## src/rtl/arb_pkg.sv

```systemverilog
// Shared types and helpers for the burst round-robin arbiter.
package arb_pkg;

  // Arbiter FSM: IDLE searches for a new requester, LOCKED serves one burst.
  typedef enum logic {
    IDLE   = 1'b0,
    LOCKED = 1'b1
  } state_e;

  // Width of a requester index; at least one bit so N=1 still has a port.
  function automatic int idx_w(input int n);
    return (n <= 1) ? 1 : $clog2(n);
  endfunction

endpackage

```

## src/rtl/rr_pick.sv

```systemverilog
// Combinational round-robin picker: first set request at or after ptr_i,
// wrapping modulo N. Rotates a doubled request vector, then priority-encodes.
module rr_pick
  import arb_pkg::*;
#(
  parameter int  N     = 4,
  localparam int IDX_W = idx_w(N)
) (
  input  logic [N-1:0]     req_i,
  input  logic [IDX_W-1:0] ptr_i,
  output logic             found_o,
  output logic [IDX_W-1:0] grant_o
);

  localparam logic [IDX_W:0] N_EXT = (IDX_W + 1)'(N);

  logic [N-1:0]     rot;
  logic [IDX_W-1:0] ofs;
  logic [IDX_W:0]   sum;

  // Rotate so ptr_i lands at bit 0, find the lowest set bit, map back.
  always_comb begin
    rot     = N'({req_i, req_i} >> ptr_i);
    found_o = |rot;
    ofs     = '0;
    for (int i = N - 1; i >= 0; i--) begin
      if (rot[i]) ofs = i[IDX_W-1:0];
    end
    sum = {1'b0, ptr_i} + {1'b0, ofs};
    if (sum >= N_EXT) sum = sum - N_EXT;
    grant_o = sum[IDX_W-1:0];
  end

endmodule

```

## src/rtl/burst_rr_arbiter.sv

```systemverilog
// N-way round-robin arbiter that holds a grant for a whole burst and feeds
// one registered single-entry output stage.
//
// Handshake: on every port a beat moves on a rising edge where valid and
// ready are both high. Requesters hold valid, payload and last steady until
// accepted. in_ready is at most one-hot, may depend on in_valid and
// out_ready, and is zero whenever the output register cannot load or rst=1.
// The out_* signals come straight from registers and hold while
// out_valid && !out_ready.
module burst_rr_arbiter
  import arb_pkg::*;
#(
  parameter int  N     = 4,
  parameter int  W     = 8,
  localparam int IDX_W = idx_w(N)
) (
  input  logic             clk,
  input  logic             rst,
  input  logic [N-1:0]     in_valid,
  output logic [N-1:0]     in_ready,
  input  logic [N*W-1:0]   in_payload,
  input  logic [N-1:0]     in_last,
  output logic             out_valid,
  input  logic             out_ready,
  output logic [W-1:0]     out_payload,
  output logic             out_last,
  output logic [IDX_W-1:0] out_src,
  output state_e           dbg_state,
  output logic [IDX_W-1:0] dbg_rr_ptr,
  output logic [IDX_W-1:0] dbg_owner
);

  state_e           state_q, state_d;
  logic [IDX_W-1:0] rr_ptr_q, rr_ptr_d;
  logic [IDX_W-1:0] owner_q, owner_d;

  logic             out_valid_q;
  logic [W-1:0]     out_payload_q;
  logic             out_last_q;
  logic [IDX_W-1:0] out_src_q;

  logic             can_load;
  logic             pick_found;
  logic [IDX_W-1:0] pick_idx;
  logic             xfer;
  logic [IDX_W-1:0] sel;
  logic [W-1:0]     sel_payload;
  logic             sel_last;

  function automatic logic [IDX_W-1:0] next_idx(input logic [IDX_W-1:0] i);
    if (i == IDX_W'(N - 1)) return '0;
    return i + 1'b1;
  endfunction

  assign can_load = !out_valid_q || out_ready;

  rr_pick #(.N(N)) u_pick (
    .req_i   (in_valid),
    .ptr_i   (rr_ptr_q),
    .found_o (pick_found),
    .grant_o (pick_idx)
  );

  // Grant selection, next-state and round-robin pointer update.
  always_comb begin
    state_d  = state_q;
    rr_ptr_d = rr_ptr_q;
    owner_d  = owner_q;
    in_ready = '0;
    xfer     = 1'b0;
    sel      = '0;
    if (!rst) begin
      unique case (state_q)
        IDLE: begin
          sel = pick_idx;
          if (can_load && pick_found) begin
            in_ready[pick_idx] = 1'b1;
            xfer               = 1'b1;
            if (in_last[pick_idx]) begin
              rr_ptr_d = next_idx(pick_idx);
            end else begin
              state_d = LOCKED;
              owner_d = pick_idx;
            end
          end
        end
        LOCKED: begin
          // Only the owner is served; a stalled owner blocks everyone.
          sel               = owner_q;
          in_ready[owner_q] = can_load;
          if (can_load && in_valid[owner_q]) begin
            xfer = 1'b1;
            if (in_last[owner_q]) begin
              state_d  = IDLE;
              rr_ptr_d = next_idx(owner_q);
            end
          end
        end
        default: ;
      endcase
    end
  end

  // Payload mux for the selected requester.
  always_comb begin
    sel_payload = in_payload[int'(sel)*W +: W];
    sel_last    = in_last[sel];
  end

  // Arbitration state registers.
  always_ff @(posedge clk) begin
    if (rst) begin
      state_q  <= IDLE;
      rr_ptr_q <= '0;
      owner_q  <= '0;
    end else begin
      state_q  <= state_d;
      rr_ptr_q <= rr_ptr_d;
      owner_q  <= owner_d;
    end
  end

  // Single-entry output register: load on transfer, empty on drain.
  always_ff @(posedge clk) begin
    if (rst) begin
      out_valid_q   <= 1'b0;
      out_payload_q <= '0;
      out_last_q    <= 1'b0;
      out_src_q     <= '0;
    end else if (xfer) begin
      out_valid_q   <= 1'b1;
      out_payload_q <= sel_payload;
      out_last_q    <= sel_last;
      out_src_q     <= sel;
    end else if (out_ready) begin
      out_valid_q <= 1'b0;
    end
  end

  assign out_valid   = out_valid_q;
  assign out_payload = out_payload_q;
  assign out_last    = out_last_q;
  assign out_src     = out_src_q;
  assign dbg_state   = state_q;
  assign dbg_rr_ptr  = rr_ptr_q;
  assign dbg_owner   = owner_q;

  // Requester obligation: a waiting beat stays valid and unchanged.
  for (genvar gi = 0; gi < N; gi++) begin : g_req_chk
    a_hold : assert property (@(posedge clk) disable iff (rst)
      (in_valid[gi] && !in_ready[gi]) |=>
        (in_valid[gi] && $stable(in_payload[gi*W +: W]) && $stable(in_last[gi])));
  end

  a_onehot : assert property (@(posedge clk) $onehot0(in_ready));

endmodule

```

## config.mk

```make
export PLATFORM = sky130hd
export DESIGN_NAME = burst_rr_arbiter
export DESIGN_NICKNAME = d
export VERILOG_FILES = /design/src/rtl/arb_pkg.sv /design/src/rtl/rr_pick.sv /design/src/rtl/burst_rr_arbiter.sv
export SDC_FILE = /design/constraint.sdc
export NUM_CORES = 1
export LEC_CHECK = 0
export ABC_CLOCK_PERIOD_IN_PS = 4200
export CAP_MARGIN = 15
export CORE_AREA = 2 2 65 67
export DETAILED_ROUTE_END_ITERATION = 7
export DIE_AREA = 0 0 67 69
export PLACE_DENSITY = 0.79
export REMOVE_ABC_BUFFERS = 1
export SKIP_LAST_GASP = 1
export SYNTH_ARGS = -nofsm -noshare
export SYNTH_HDL_FRONTEND = slang
export SYNTH_SLANG_ARGS = --single-unit
```

## constraint.sdc

```tcl
create_clock -name clk -period 4.2 [get_ports clk]
set_input_delay 0.63 -clock clk [delete_from_list [all_inputs] [get_ports clk]]
set_output_delay 0.63 -clock clk [all_outputs]
set_load 0.005 [all_outputs]
```

# Word-level counts from Yosys, hierarchy flattened
# Index checks and enable logic that the tools add are counted.
# W data, S select, Z words.
dict set report totals {
  register_bits 17
  latch_bits 0
  mem_bits_rw 0
  mem_bits_ro 0
  input_bits 43
  output_inout_bits 21
  wordCells 90
  mem_count 0
}
dict set report classes {
  addsub 4
  multipliers 0
  div 0
  order_cmp 6
  eq_ne 6
  shifts 2
  n_mux 52
  bitwise 3
  reduce_logical 10
}
# operator count
set op_table {}
lappend op_table {{$shiftx A32 B6 Y8} 1}
lappend op_table {{$mux W2} 14}
lappend op_table {{$mux W1} 25}
lappend op_table {{$lt A2 B3 Y1 const B} 3}
lappend op_table {{$bmux W1 S2} 4}
lappend op_table {{$mux W4} 2}
lappend op_table {{$pmux W2 S2} 2}
lappend op_table {{$pmux W4 S2} 1}
lappend op_table {{$shr A8 B2 Y4} 1}
lappend op_table {{$add A2 B1 Y2 const B} 2}
lappend op_table {{$and A4 B4 Y4} 1}
lappend op_table {{$demux W1 S2} 2}
lappend op_table {{$eq A2 B2 Y1 const B} 2}
lappend op_table {{$ge A2 B1 Y1 const B} 2}
lappend op_table {{$logic_and A1 B1 Y1} 4}
lappend op_table {{$ne A2 B1 Y1 const B} 2}
lappend op_table {{$ne A2 B2 Y1 const B} 2}
lappend op_table {{$pmux W1 S2} 2}
lappend op_table {{$reduce_and A4 Y1} 1}
lappend op_table {{$reduce_or A4 Y1} 1}
lappend op_table {{$add A2 B2 Y3} 1}
lappend op_table {{$ge A3 B3 Y1 const B} 1}
lappend op_table {{$reduce_and A3 Y1} 1}
lappend op_table {{$not A1 Y1} 2}
lappend op_table {{4 further kinds} 4}

# Longest topological paths before layout
# Gate-level depths: netlist of run 1.
dict set report depth {
  depth_word 18
  mapped_depth 15
  ltp_nobuf 13
}

# By module
# Synthesis of run 1 repeated with hierarchy kept, for this count alone.
dict set report unflattened {
  hier_cells 191
  hier_area_um2 1507.7
}
# module n_inst cells_per_inst area_per_inst_um2 seq_area_each_um2
set modules_own_cells {}
lappend modules_own_cells {burst_rr_arbiter 1 168 1327.5 340.3}
lappend modules_own_cells {rr_pick 1 23 180.2 0.0}

# Worst setup path after synthesis of run 1
# Ideal clock, no wire load.
dict set report synth_path {
  path_kind {input to output}
  start {in in_valid[1]}
  end {out in_ready[3]}
  arrival_ns 2.653
  t_required_ns 3.570
  setup_slack_ns 0.917
  stages 13
  path_buffers 1
  path_cell_list {buf_2 -> inv_1 -> nor3_1 -> a311oi_1 -> a31oi_1 -> a211o_1 -> ha_1 -> xor2_1 -> xnor2_4 -> inv_4 -> ha_1 -> a22oi_1 -> nor2_1}
}
dict set report synth_via {
  elab_chain_cells 15
  word_cells_on_any_way 19
  classes_between {2 x add/sub; 3 x order compare; 1 x shift; 10 x mux; 3 x reduce/logical}
}
# element line_no
set synth_rtl {}
lappend synth_rtl {{from (decl)} burst_rr_arbiter.sv:19} ;# input logic [N-1:0] in_valid,
lappend synth_rtl {{$shr A8 B2 Y4 (*)} rr_pick.sv:23} ;# rot = N'({req_i, req_i} >> ptr_i);
lappend synth_rtl {{$mux W2 (4 in series)} rr_pick.sv:27} ;# if (rot[i]) ofs = i[IDX_W-1:0];
lappend synth_rtl {{$add A2 B2 Y3} rr_pick.sv:29} ;# sum = {1'b0, ptr_i} + {1'b0, ofs};
lappend synth_rtl {{$ge A3 B3 Y1 / $sub A2 B1 Y2 (equally long branches)} rr_pick.sv:30} ;# if (sum >= N_EXT) sum = sum - N_EXT;
lappend synth_rtl {{$mux W2} rr_pick.sv:30}
lappend synth_rtl {{$lt A2 B3 Y1 (not written as such) / $ge A2 B1 Y1 (equally long branches)} burst_rr_arbiter.sv:77} ;# in_ready[pick_idx] = 1'b1;
lappend synth_rtl {{$logic_and A1 B1 Y1 (not written as such)} burst_rr_arbiter.sv:77}
lappend synth_rtl {{$mux W1 (not written as such)} burst_rr_arbiter.sv:77}
lappend synth_rtl {{$demux W1 S2} burst_rr_arbiter.sv:77}
lappend synth_rtl {{$mux W4 (*)} burst_rr_arbiter.sv:76} ;# if (can_load && pick_found) begin
lappend synth_rtl {{$pmux W4 S2 (*)} burst_rr_arbiter.sv:73} ;# unique case (state_q)
lappend synth_rtl {{$mux W4 (*)} burst_rr_arbiter.sv:72} ;# if (!rst) begin
lappend synth_rtl {{to (decl)} burst_rr_arbiter.sv:20} ;# output logic [N-1:0] in_ready,
# Mark *: on every way between the ends. The rest lies on a longest branch, timed or not.

# Final worst setup path of run 1
# Ends and elaborated chain as after synthesis.

==> results of run 1 <==
-- layer usage --
| metal | vias up | routed length, microns |
|---|---|---|
| li1 | 1020 | - |
| met1 | 936 | 2280 |
| met2 | 75 | 2370 |
| met3 | 5 | 335 |
| met4 | 0 | 57 |
| met5 | - | 0 |
-- logic make-up after synthesis --
kind of cell,after synthesis
AO/OA/AOI/OAI,80
XOR/XNOR,2
adder cells (fa/ha/maj),7
buffers and inverters,28
flip-flops,17
multiplexers,9
AND/OR/NAND/NOR,103
-- cells in the mapped netlist (all sizes together) (2+ instances only) --
master	number	area share, %
o211a	7	4.1
nand2	42	9.2
and2	2	0.73
o211ai	3	1.3
inv	6	1.5
o32ai	2	1.0
mux2i	6	3.5
o21ai	4	1.4
buf	9	2.9
a22oi	2	0.88
a21oi	25	7.3
nor3	5	2.4
ha	7	5.1
clkbuf	12	2.6
a31oi	16	5.9
a211oi	2	0.88
nand2b	3	1.1
mux2	2	1.5
a311oi	10	5.1
nor2	29	6.4
dfxtp	17	20
nand3	17	5.0
-- worst register-to-register path: cells and delay by family (launching register included) --
kind | cells | cell delay [ns]
buffers and inverters | 1 | 0.31
AO/OA/AOI/OAI | 7 | 1.27
adder cells (fa/ha/maj) | 1 | 0.42
flip-flops | 1 | 0.59
multiplexers | 1 | 0.31
AND/OR/NAND/NOR | 2 | 0.24
-- worst max-delay path by stage --
stage | cells after the start | to | slack, ns
finish | 14 | in_ready[3] | 0.17
global route | 12 | in_ready[3] | 0.003
CTS | 14 | in_ready[3] | 0.1
detailed placement | 14 | in_ready[3] | 0.11
global placement | 14 | in_ready[3] | 0.15
floorplan | 12 | out_payload[0] | 0.71
-- flip-flops by register name, indices dropped and copies added, names as in the netlist --
register	cells
out_payload	8
out_last	1
dbg_state	1
out_src	2
dbg_owner	2
dbg_rr_ptr	2
out_valid	1
-- what timing repair did --
action | 4_1_cts | 5_1_grt
hold buffers | 0 | 0
endpoints found under the setup margin | 0 | 1
resized for setup | 0 | 1
-- per-stage QoR --
stage	util, %	instance area (sq um)	cells
4_1_cts	62.1	2430	352
3_3_place_gp	61.0	2390	348
3_5_place_dp	61.0	2390	348
2_1_floorplan	-	1620	225
6_report	62.3	2440	352
5_1_grt	62.3	2440	352
-- report_power, final --
group / leakage, nW / switching (mW) / internal [mW] / total, mW
clock network: 0.0228 / 0.0638 / 0.0677 / 0.131
logic: 0.798 / 0.705 / 0.609 / 1.31
registers: 0.141 / 0.0739 / 0.230 / 0.304
total: 0.962 / 0.843 / 0.907 / 1.75
-- area by class of cell --
| type | instances | area, sq um |
|---|---|---|
| fillers | 378 | 1470 |
| multi-input cells | 201 | 1260 |
| repair buffers | 73 | 706 |
| flip-flops and latches | 17 | 340 |
| well taps | 50 | 62.6 |
| clock buffers | 4 | 45.0 |
| inverters | 7 | 28.8 |
==> metrics.yaml, run 1 <==
maxCapViolations: 0
slew_violations: 0
crit_path_start: "in_valid[1]"
crit_required_ns: 3.57
avgSynthCellArea_sq_um: 6.95
cellPowerDensity_nw_per_um2: 717
io_pins: 64
final_nets: 353
core-area_sq_um: 3910
ir_drop_mv: 0.313
vias_per_cell: 5.78
start_kind: "input pin"
whs_endpoint: "out_payload[2]"
synthesis.area_sq_um: 1710
rsz0062_at_grt: "no"
dp_slack_ns: 0.105
drc: 0
hold_violations: 0
period_needed_ns: 4.03
die_h_microns: 69
async_reset_ff_share_pct: 0
outcome: "finished, final reports clean"
clock_latency_ns: 0.26
grt.busiest_layer: "met2"
critPathMaxStageDelay_ns: 0.44
cp_num_buf_inv: 4
crit_type: "input pin to primary output"
firstDrtPassIters: 4
max_slew.worst_pin.slew_ns: 0.768
die_x_microns: 67
worstHoldStart: "out_payload[2]"
relSlewSlack_pct: 48.6
fin_crit_sh_pct: 96.0
reg2reg_from: "dbg_rr_ptr[0]"
clk_pin_slew_ns: 0.07
leakage_nw: 0.962
hpwlAfterDp_mm: 3.67
seq_area_frac_synth_pct: 19.9
numPortBuffers: 63
grt_pass1_wl_mm: 8.44
crit_path_end_kind: "primary output"
netlist_instances: 246
synth_top_family_by_area: "compound AO/OA/AOI/OAI gates"
muxShareOfSynthArea_pct: 6.37
crit_chain: "clkdlybuf4s50_1 -> inv_1 -> nor3_1 -> a311oi_1 -> a31oi_1 -> a211o_1 -> ha_1 -> xor2_2 -> xnor2_4 -> inv_4 -> ha_1 -> a22oi_1 -> nor2_1 -> clkdlybuf4s50_1"
antennaDiodeCount: 0
htree_levels: 1
gp_congestion: 0.965
routed_wl_mm: 5.05
cts_buffer_depth: 2
cts_root_buffer: "clkbuf_8"
finalClockSkew_ns: 0.00160
synth_edf_count: 0
area.growth.synth_to_final_pct: 42.8
arrival_ns: 3.40
synth_adder_area_share_pct: 5.12
grt_max_degree: 28
worst_slack_ns: 0.169
met1_usage_pct: 31.3
r2r_slack_ns: 0.98
fmax_mhz: 248
ys_warn_count: 0
post_cts_buffers: 0
drtAntennaViolNets: 0
synth_xor_area_share_pct: 2.12
wl_per_cell_microns: 14.3
cpLargestDelayFamily: "buffers and inverters"
whs_ns: 0.503
vias: 2036
drive_gt1_share_pct: 8.94
rr_worst_depth: 12
final_cell_mix: "clkdlybuf4s50_1 (63), nand2_1 (42), nor2_1 (29)"
antenna_found_initial: 0
cts_tree: "done"
cp_slowest_cell: "clkdlybuf4s50_1"
ys_ff_latch: 17
ys_types: 49
initial_core_util_pct: 43.7
grt_use_total_pct: 22.8
layout_commonest_cell: "clkdlybuf4s50_1"
grt_util_met2_pct: 36.3
setup_viol: 0
whs_path_depth: 2
r2r-end: "out_payload[7]"
grt_overflow: 0
cts_sinks: 17
hold_class: "flop to flop"
yosys.area_share.simple_pct: 26.7
rows: 23
drt-initial-drc-count: 164
power_mw: 1.75
path_max_fanout: 5
first_global_vias: 1858
use_met3_pct: 3.43
ys.flop_type: "dfxtp_1"
synth_compound_area_share_pct: 32.6
fin_tns_setup_ns: 0
numCtsBuffers: 3
die_area_sq_um: 4620
Note: power is estimated with default switching activity, not from simulation.
==> inputs of run 2 (changes only) <==
--- a/config.mk
+++ b/config.mk
@@ -5,7 +5,7 @@
 export SDC_FILE = /design/constraint.sdc
 export NUM_CORES = 1
 export LEC_CHECK = 0
-export ABC_CLOCK_PERIOD_IN_PS = 4200
+export ABC_CLOCK_PERIOD_IN_PS = 3800
 export CAP_MARGIN = 15
 export CORE_AREA = 2 2 65 67
 export DETAILED_ROUTE_END_ITERATION = 7
==> constraint.sdc (replaced) <==
create_clock -name clk -period 3.8 [get_ports clk]
set_input_delay 0.57 -clock clk [delete_from_list [all_inputs] [get_ports clk]]
set_output_delay 0.57 -clock clk [all_outputs]
set_load 0.005 [all_outputs]
==> metrics.yaml, run 2 (synthesis gave the netlist of run 1 again) <==
finalClockSkew_ns: 0.00624  # +0.00463 ns
core-area_sq_um: 3910  # unchanged
setup_viol: 0  # unchanged
crit_type: "input pin to primary output"
period_needed_ns: 3.65
area.growth.synth_to_final_pct: 49.0
first_global_vias: 1885  # +1.5%
hold_violations: 0  # unchanged
final_core_util_pct: 65.1  # +2.7 points
cts_root_buffer: "clkbuf_8"
grt_use_total_pct: 22.8  # +0.051 points
htree_levels: 1  # unchanged
die_h_microns: 69  # unchanged
crit_path_end_kind: "primary output"
crit_chain: "clkdlybuf4s50_1 -> inv_1 -> a311oi_2 -> a31oi_1 -> a211o_1 -> ha_4 -> xor2_4 -> xnor2_4 -> inv_4 -> ha_1 -> a22oi_2 -> nor2_1 -> dlygate4sd2_1"
clock_latency_ns: 0.26  # about the same
power_mw: 2.02  # +16%
fill_cells: 340  # -10%
wl_per_cell_microns: 14.3  # about the same
hpwlAfterDp_mm: 3.75  # +2.1%
path_max_fanout: 2  # -3
grt_max_degree: 23  # -18%
relSlewSlack_pct: 50.2  # +1.5 points
antennaDiodeCount: 0  # unchanged
firstDrtPassIters: 5  # +1
die_area_sq_um: 4620  # unchanged
ctsHoldBuffers: 0  # unchanged
grt_pass1_wl_mm: 8.49  # +0.65%
grt_overflow: 0  # unchanged
hold_class: "flop to flop"
crit_required_ns: 3.23  # -0.34 ns
vias: 2047  # +0.54%
fmax_mhz: 274
cp_slowest_cell: "clkdlybuf4s50_1"
fin_crit_sh_pct: 96.1
drtAntennaViolNets: 0  # unchanged
io_pins: 64  # unchanged
dp.cells: 354  # +1.7%
drive_gt1_share_pct: 12.6  # +3.6 points
cts_sinks: 17  # unchanged
rows: 23  # unchanged
numCtsBuffers: 3  # unchanged
largest_reg_flops: 8  # unchanged
ir_drop_mv: 0.386  # +23%
arrival_ns: 3.08  # -0.32 ns
antenna_found_initial: 0  # unchanged
max_slew.worst_pin.slew_ns: 0.745  # -0.0231 ns
initial_core_util_pct: 43.7  # unchanged
start_kind: "input pin"
final_nets: 361  # +2.3%
critPathMaxStageDelay_ns: 0.48  # +0.04 ns
drt-initial-drc-count: 136  # -17%
cellPowerDensity_nw_per_um2: 795  # +11%
maxCapViolations: 0  # unchanged
gp_congestion: 0.928  # -3.8%
die_x_microns: 67  # unchanged
numPortBuffers: 63  # unchanged
outcome: "finished, final reports clean"
leakage_nw: 1.06  # +10%
clk_pin_slew_ns: 0.07  # about the same
rsz0062_at_grt: "no"
cts_tree: "done"
final_cells: 360  # +2.3%
final_cell_mix: "clkdlybuf4s50_1 (59), nand2_1 (42), nor2_1 (29)"
cts_buffer_depth: 2  # unchanged
routed_wl_mm: 5.16  # +2.2%
vias_per_cell: 5.69  # -1.7%
layout_commonest_cell: "clkdlybuf4s50_1"
slew_violations: 0  # unchanged
drc: 0  # unchanged
## run 2: area by class of cell
| type | instances | area, sq um | share of cell area, % |
|---|---|---|---|
| Inverter | 7 | 28.8 | 1.13 |
| Timing Repair Buffer | 81 | 776 | 30.5 |
| Clock buffer | 3 | 41.3 | 1.62 |
| Sequential cell | 17 | 340 | 13.4 |
| Multi-Input combinational cell | 201 | 1290 | 50.8 |
| Clock inverter | 1 | 5.00 | 0.197 |
| Tap cell | 50 | 62.6 | 2.46 |
## run 2: power by group
group,internal [mW],switching (mW),total [mW]
combinational,0.739,0.788,1.53
clock,0.0728,0.0669,0.140
sequential,0.254,0.103,0.357
## run 2: critical path: cells and delay by family
kind / cells / cell delay, ns
AOI/OAI and AO/OA: 4 / 0.83
and+or+nand+nor: 1 / 0.06
buffers and inverters: 4 / 0.85
adders and majority gates: 2 / 0.41
xor gates and xnor gates: 2 / 0.37
## run 2: path summary, 6_finish.rpt
check	startpoint	end	slack [ns]	cells after the start
setup / recovery	in_valid[1]	in_ready[3]	0.15	13
hold / removal	out_src[0]	out_src[0]	0.50	2
setup reg to reg	dbg_rr_ptr[0]	out_payload[0]	0.55	14
hold reg to reg	out_src[0]	out_src[0]	0.50	2
## run 2: repair_timing
action,in CTS,in global routing
gates resized for setup,5,6
setup endpoints to repair,4,4
buffers inserted,0,2
pin swaps,3,3
endpoints found under the hold margin,0,0
## run 2: per-stage QoR
step           setup TNS, ns  hold WS [ns]  area, sq um  worst slack [ns]
6_report                   0         0.499         2550             0.147
5_1_grt                    0         0.523         2550           0.00141
4_1_cts                    0         0.504         2510           0.00810
3_5_place_dp          -0.371         0.494         2430            -0.146
3_3_place_gp          -0.130         0.485         2430           -0.0848
2_1_floorplan              0         0.486         1620             0.374
## run 2: metal layers
metal / track usage (%) / part of all wire (%) / wire [microns]
met1: 30.4 / 44 / 2260
met2: 37.8 / 48 / 2460
met3: 2.94 / 8.1 / 419
met4: 6.58 / 0.25 / 13
met5: 0 / 0 / 0
